==> src/rtl/cpu_pkg.sv <==
// Types and default widths shared across the CPU front end.
package cpu_pkg;

    localparam int FQ_ADDR_W  = 7;
    localparam int FQ_INSTR_W = 32;

    typedef struct packed {
        logic [FQ_ADDR_W-1:0]  pc_plus1;
        logic [FQ_INSTR_W-1:0] instr;
    } fetch_entry_t;

endpackage

==> src/rtl/sync_fifo.sv <==
// Synchronous FIFO with first-word-fall-through read port and a priority clear.
module sync_fifo #(
    parameter int WIDTH = 39,
    parameter int DEPTH = 4
) (
    input  logic                       clk,
    input  logic                       rst,
    input  logic                       push,
    input  logic                       pop,
    input  logic                       clear,
    input  logic [WIDTH-1:0]           wdata,
    output logic [WIDTH-1:0]           rdata,
    output logic [$clog2(DEPTH+1)-1:0] count
);

    localparam int PTR_W = $clog2(DEPTH);
    localparam int CNT_W = $clog2(DEPTH+1);

    logic [WIDTH-1:0] mem [DEPTH];
    logic [PTR_W-1:0] rptr;
    logic [PTR_W-1:0] wptr;

    // Storage carries no reset; only the pointers and count define validity.
    always_ff @(posedge clk) begin
        if (push && !clear) begin
            mem[wptr] <= wdata;
        end
    end

    always_ff @(posedge clk or posedge rst) begin
        if (rst) begin
            rptr  <= '0;
            wptr  <= '0;
            count <= '0;
        end else if (clear) begin
            rptr  <= '0;
            wptr  <= '0;
            count <= '0;
        end else begin
            if (push) wptr <= wptr + PTR_W'(1);
            if (pop)  rptr <= rptr + PTR_W'(1);
            case ({push, pop})
                2'b10:   count <= count + CNT_W'(1);
                2'b01:   count <= count - CNT_W'(1);
                default: count <= count;
            endcase
        end
    end

    assign rdata = mem[rptr];

endmodule

==> src/rtl/fetch_queue.sv <==
// Instruction-fetch front end: PC counter, combinational imem port and a
// run-ahead queue of {pc+1, instr} entries drained by decode.
module fetch_queue
    import cpu_pkg::*;
#(
    parameter int ADDR_W  = FQ_ADDR_W,
    parameter int INSTR_W = FQ_INSTR_W,
    parameter int DEPTH   = 4
) (
    input  logic                       clk,
    input  logic                       rst,
    output logic [ADDR_W-1:0]          imem_addr,
    input  logic [INSTR_W-1:0]         imem_data,
    input  logic                       fetch_en,
    input  logic                       redirect_valid,
    input  logic [ADDR_W-1:0]          redirect_pc,
    output logic                       out_valid,
    input  logic                       out_ready,
    output logic [INSTR_W-1:0]         out_instr,
    output logic [ADDR_W-1:0]          out_pc_plus1,
    output logic [$clog2(DEPTH+1)-1:0] count
);

    localparam int CNT_W = $clog2(DEPTH+1);
    localparam logic [CNT_W-1:0] FULL_CNT = CNT_W'(DEPTH);

    generate
        if (DEPTH < 2 || (DEPTH & (DEPTH - 1)) != 0) begin : g_bad_depth
            $error("fetch_queue: DEPTH must be a power of two and at least 2");
        end
    endgenerate

    typedef struct packed {
        logic [ADDR_W-1:0]  pc_plus1;
        logic [INSTR_W-1:0] instr;
    } entry_t;

    logic [ADDR_W-1:0] pc;
    logic              push;
    logic              pop;
    entry_t            wentry;
    entry_t            head;

    // Redirect suppresses both handshakes so the head shown that cycle is dropped.
    assign out_valid = (count != '0);
    assign pop       = out_valid && out_ready && !redirect_valid;
    assign push      = fetch_en && !redirect_valid && ((count != FULL_CNT) || pop);

    always_ff @(posedge clk or posedge rst) begin
        if (rst) begin
            pc <= '0;
        end else if (redirect_valid) begin
            pc <= redirect_pc;
        end else if (push) begin
            pc <= pc + ADDR_W'(1);
        end
    end

    assign imem_addr       = pc;
    assign wentry.pc_plus1 = pc + ADDR_W'(1);
    assign wentry.instr    = imem_data;

    sync_fifo #(
        .WIDTH($bits(entry_t)),
        .DEPTH(DEPTH)
    ) u_fifo (
        .clk  (clk),
        .rst  (rst),
        .push (push),
        .pop  (pop),
        .clear(redirect_valid),
        .wdata(wentry),
        .rdata(head),
        .count(count)
    );

    assign out_instr    = out_valid ? head.instr    : '0;
    assign out_pc_plus1 = out_valid ? head.pc_plus1 : '0;

endmodule

==> config.mk <==
export PLATFORM = sky130hd
export DESIGN_NAME = fetch_queue
export DESIGN_NICKNAME = d
export VERILOG_FILES = /design/src/rtl/cpu_pkg.sv /design/src/rtl/sync_fifo.sv /design/src/rtl/fetch_queue.sv
export SDC_FILE = /design/constraint.sdc
export NUM_CORES = 1
export LEC_CHECK = 0
export CAP_MARGIN = 40
export CORE_MARGIN = 8
export CORE_UTILIZATION = 55
export CTS_CLUSTER_SIZE = 8
export DETAILED_ROUTE_END_ITERATION = 7
export PLACE_DENSITY = 0.8
export SYNTH_ARGS = -nofsm -noshare
export SYNTH_HDL_FRONTEND = slang
export SYNTH_SLANG_ARGS = --single-unit
==> constraint.sdc <==
create_clock -name clk -period 4.2 [get_ports clk]
set_clock_uncertainty 0.05 [all_clocks]
set_input_delay 0.63 -clock clk [delete_from_list [all_inputs] [get_ports clk]]
set_output_delay 0.63 -clock clk [all_outputs]
set_load 0.05 [all_outputs]
==> run_results.csv <==
group,metric,value,unit
run_status,status,"finished clean",
power,powerDensity,492.0,nW/µm²
cts,cts_max_level,4,
final_layout,final_cell_mix,"edfxtp_1 (156), clkdlybuf4s50_1 (93), and2_1 (40), mux4_2 (39), clkbuf_16 (17)",
timing,relSlewSlack,51.13,%
timing,finalSetupViolations,0,
worst_setup_path,reg2reg_slack,1.61,ns
global_routing,grt_usage,17.57,%
timing,fmax,278.8,MHz
synthesis,ys_ff_latch,170,
worst_setup_path,crit_arrival,2.91,ns
worst_setup_path,r2r_cells,9,
die,dieWidth,127.4,µm
worst_setup_path,end_kind,"output port",
die,core_area,12060,µm²
cts,clockBufferDepth,2,
final_layout,final_nets,510,
synthesis,synth_area,6829,µm²
cts,clk_pin_slew,0.06,ns
cts,cts_buffers,17,
placement,dp.cells,609,
synthesis,synth_compound_area_share,1.337,%
global_routing,antenna_found_initial,0,
worst_setup_path,worstSetupStartpointType,"flop",
worst_setup_path,reg2reg_to,"u_fifo.count[1]",
route,ant_nets,0,
global_routing,grt.overflow.total,0,
synthesis,synth_top_family_by_area,"multiplexers",
die,chipHeight,127.4,µm
final_layout,layout-drive-gt1-share,18.39,%
synthesis,synth-edff-count,156,
synthesis,synthSimpleGateAreaFrac,7.109,%
cts,cts_resized,0,
die,die_area,16240,µm²
global_routing,grt_max_degree,38,
cts,cts_sinks,170,
synthesis,synthDistinctLibCells,31,
synthesis,avgSynthCellArea,19.08,µm²
power,p_leak,0.002847,µW
timing,rsz0062_at_grt,"false",
power,finalPower,4227,µW
die,initial_utilization,56.62,%
final_layout,diodes,0,
cts,cts_tree,"built",
power,irDropWorstVdd,292.1,µV
cts,ctsHoldBuffers,0,
worst_setup_path,critPathMaxFanout,13,
placement,place.port_buffers,93,
synthesis,ys_seq_area_share,73.73,%
cts,postCtsSetupRepairBufs,0,
cts,worstSkewPairLatency,0.42,ns
min_path,hold_path_class,"in2async",
timing,tns,0,ns
route,drt_iter0_markers,298,
route,route.detailed.drc,0,
placement,dp_hpwl,8710,µm
synthesis,synthArstFlopShare,8.235,%
worst_setup_path,r2r_start,"u_fifo.count[0]",
die,io_pins,94,
route,wirelength,13700,µm
synthesis,synthAdderAreaFrac,1.209,%
global_routing,first_global_vias,3776,
flow_run,max-cap-violations,0,
synthesis,syn_inst,358,
worst_setup_path,path_class,"reg2out",
synthesis,postSynthNetCount,408,
route,vias,3580,
route,wl_per_cell,21.37,µm
route,dr.pass1.iters,4,
synthesis,ys.flop_type,"edfxtp_1",
global_routing,grt_first_pass_wirelength,21250,µm
die,rows,40,
synthesis,synth-xor-area-share,2.052,%
final_layout,finalNonFillerCells,641,
final_layout,final_common_cell,"edfxtp_1",
cts,cts-root-buf,"clkbuf_16",
worst_setup_path,cp.required,3.52,ns
timing,layout_min_cycle_time,3.587,ns
route,viasPerCell,5.585,
timing,worst_pin_slew,0.7308,ns
timing,finalCritPeriodShare,85.41,%
synthesis,synthMuxAreaShare,13.01,%
timing,finalHoldViolations,0,
timing,drv_slew,0,
final_layout,area_growth,25.80,%
placement,gp_congestion,0.7488,
synthesis,ys_warn_count,0,
==> power breakdown <==
part | switching [µW] | internal, µW
combinational | 453 | 304
clock | 627 | 875
sequential | 44.9 | 1920
total | 1130 | 3100
==> how the worst max path moves through the flow <==
| stage | startpoint | cells after the start | endpoint | slack [ns] |
|---|---|---|---|---|
| after floorplan | u_fifo.count[0] | 4 | out_instr[28] | 1.32 |
| after global placement | u_fifo.rptr[0] | 4 | out_instr[3] | 1.05 |
| after detailed placement | u_fifo.rptr[0] | 4 | out_instr[3] | 1.02 |
| after CTS | u_fifo.rptr[0] | 4 | out_instr[3] | 0.53 |
| after global routing | u_fifo.rptr[0] | 4 | out_instr[3] | 0.47 |
| final | u_fifo.rptr[0] | 4 | out_instr[3] | 0.61 |
==> logic make-up after synthesis <==
group / Yosys count
buf+inv: 24
compound gates: 16
fa+ha+maj: 6
mux: 40
flops: 170
xor+xnor: 16
simple gates: 86
==> registers in the layout (all words and copies together), names as in the netlist <==
name / flops
imem_addr: 7
u_fifo.count: 3
u_fifo.mem: 156
u_fifo.rptr: 2
u_fifo.wptr: 2
==> cells in the mapped netlist, drive strengths merged, types with 2 or more instances <==
| master | n | share of area (%) |
|---|---|---|
| a21oi | 2 | 0.15 |
| a31oi | 2 | 0.18 |
| and2 | 44 | 4.0 |
| and3 | 3 | 0.27 |
| buf | 12 | 0.90 |
| clkbuf | 8 | 0.44 |
| dfrtp | 14 | 5.1 |
| edfxtp | 156 | 69 |
| ha | 5 | 0.92 |
| inv | 4 | 0.22 |
| mux4 | 39 | 13 |
| nand2 | 15 | 1.1 |
| nand3 | 6 | 0.44 |
| nand4 | 2 | 0.18 |
| nor2 | 10 | 0.55 |
| nor3 | 2 | 0.15 |
| o21ai | 9 | 0.66 |
| or3 | 2 | 0.18 |
| xnor2 | 5 | 0.64 |
| xor2 | 11 | 1.4 |
==> metal layers <==
metal / vias up / GRT usage (%) / wire, µm
li1: 1604 / - / -
met1: 1816 / 21.61 / 5535
met2: 143 / 29.00 / 6989
met3: 17 / 5.699 / 999
met4: 0 / 5.598 / 172
met5: - / 0 / 0
==> final cells by class <==
type,instances,area [µm²]
Clock buffer,17,425.4
Clock inverter,15,146.4
Fill cell,751,3471
Inverter,4,15.01
Multi-Input combinational cell,164,1693
Sequential cell,170,5037
Tap cell,168,210.2
Timing Repair Buffer,103,1064
==> stage by stage <==
| stage | worst slack, ns | instance area [µm²] | utilization, % | hold slack (ns) |
|---|---|---|---|---|
| floorplan | 1.316 | 6829 | - | 0.4692 |
| global placement | 1.055 | 8004 | 66.36 | 0.5074 |
| detailed placement | 1.023 | 8019 | 66.48 | 0.5283 |
| CTS | 0.5284 | 8591 | 71.22 | 0.5090 |
| global route | 0.4668 | 8591 | 71.22 | 0.5437 |
| finish | 0.6127 | 8591 | 71.22 | 0.5101 |
==> critical path, cell delays in order, from the launching register on <==
cell and delay, ns:
dfrtp_2 0.68, buf_4 0.36, mux4_2 0.55, and2_1 0.19, clkdlybuf4s50_1 0.70
Note: power is estimated with default switching activity, not from simulation.
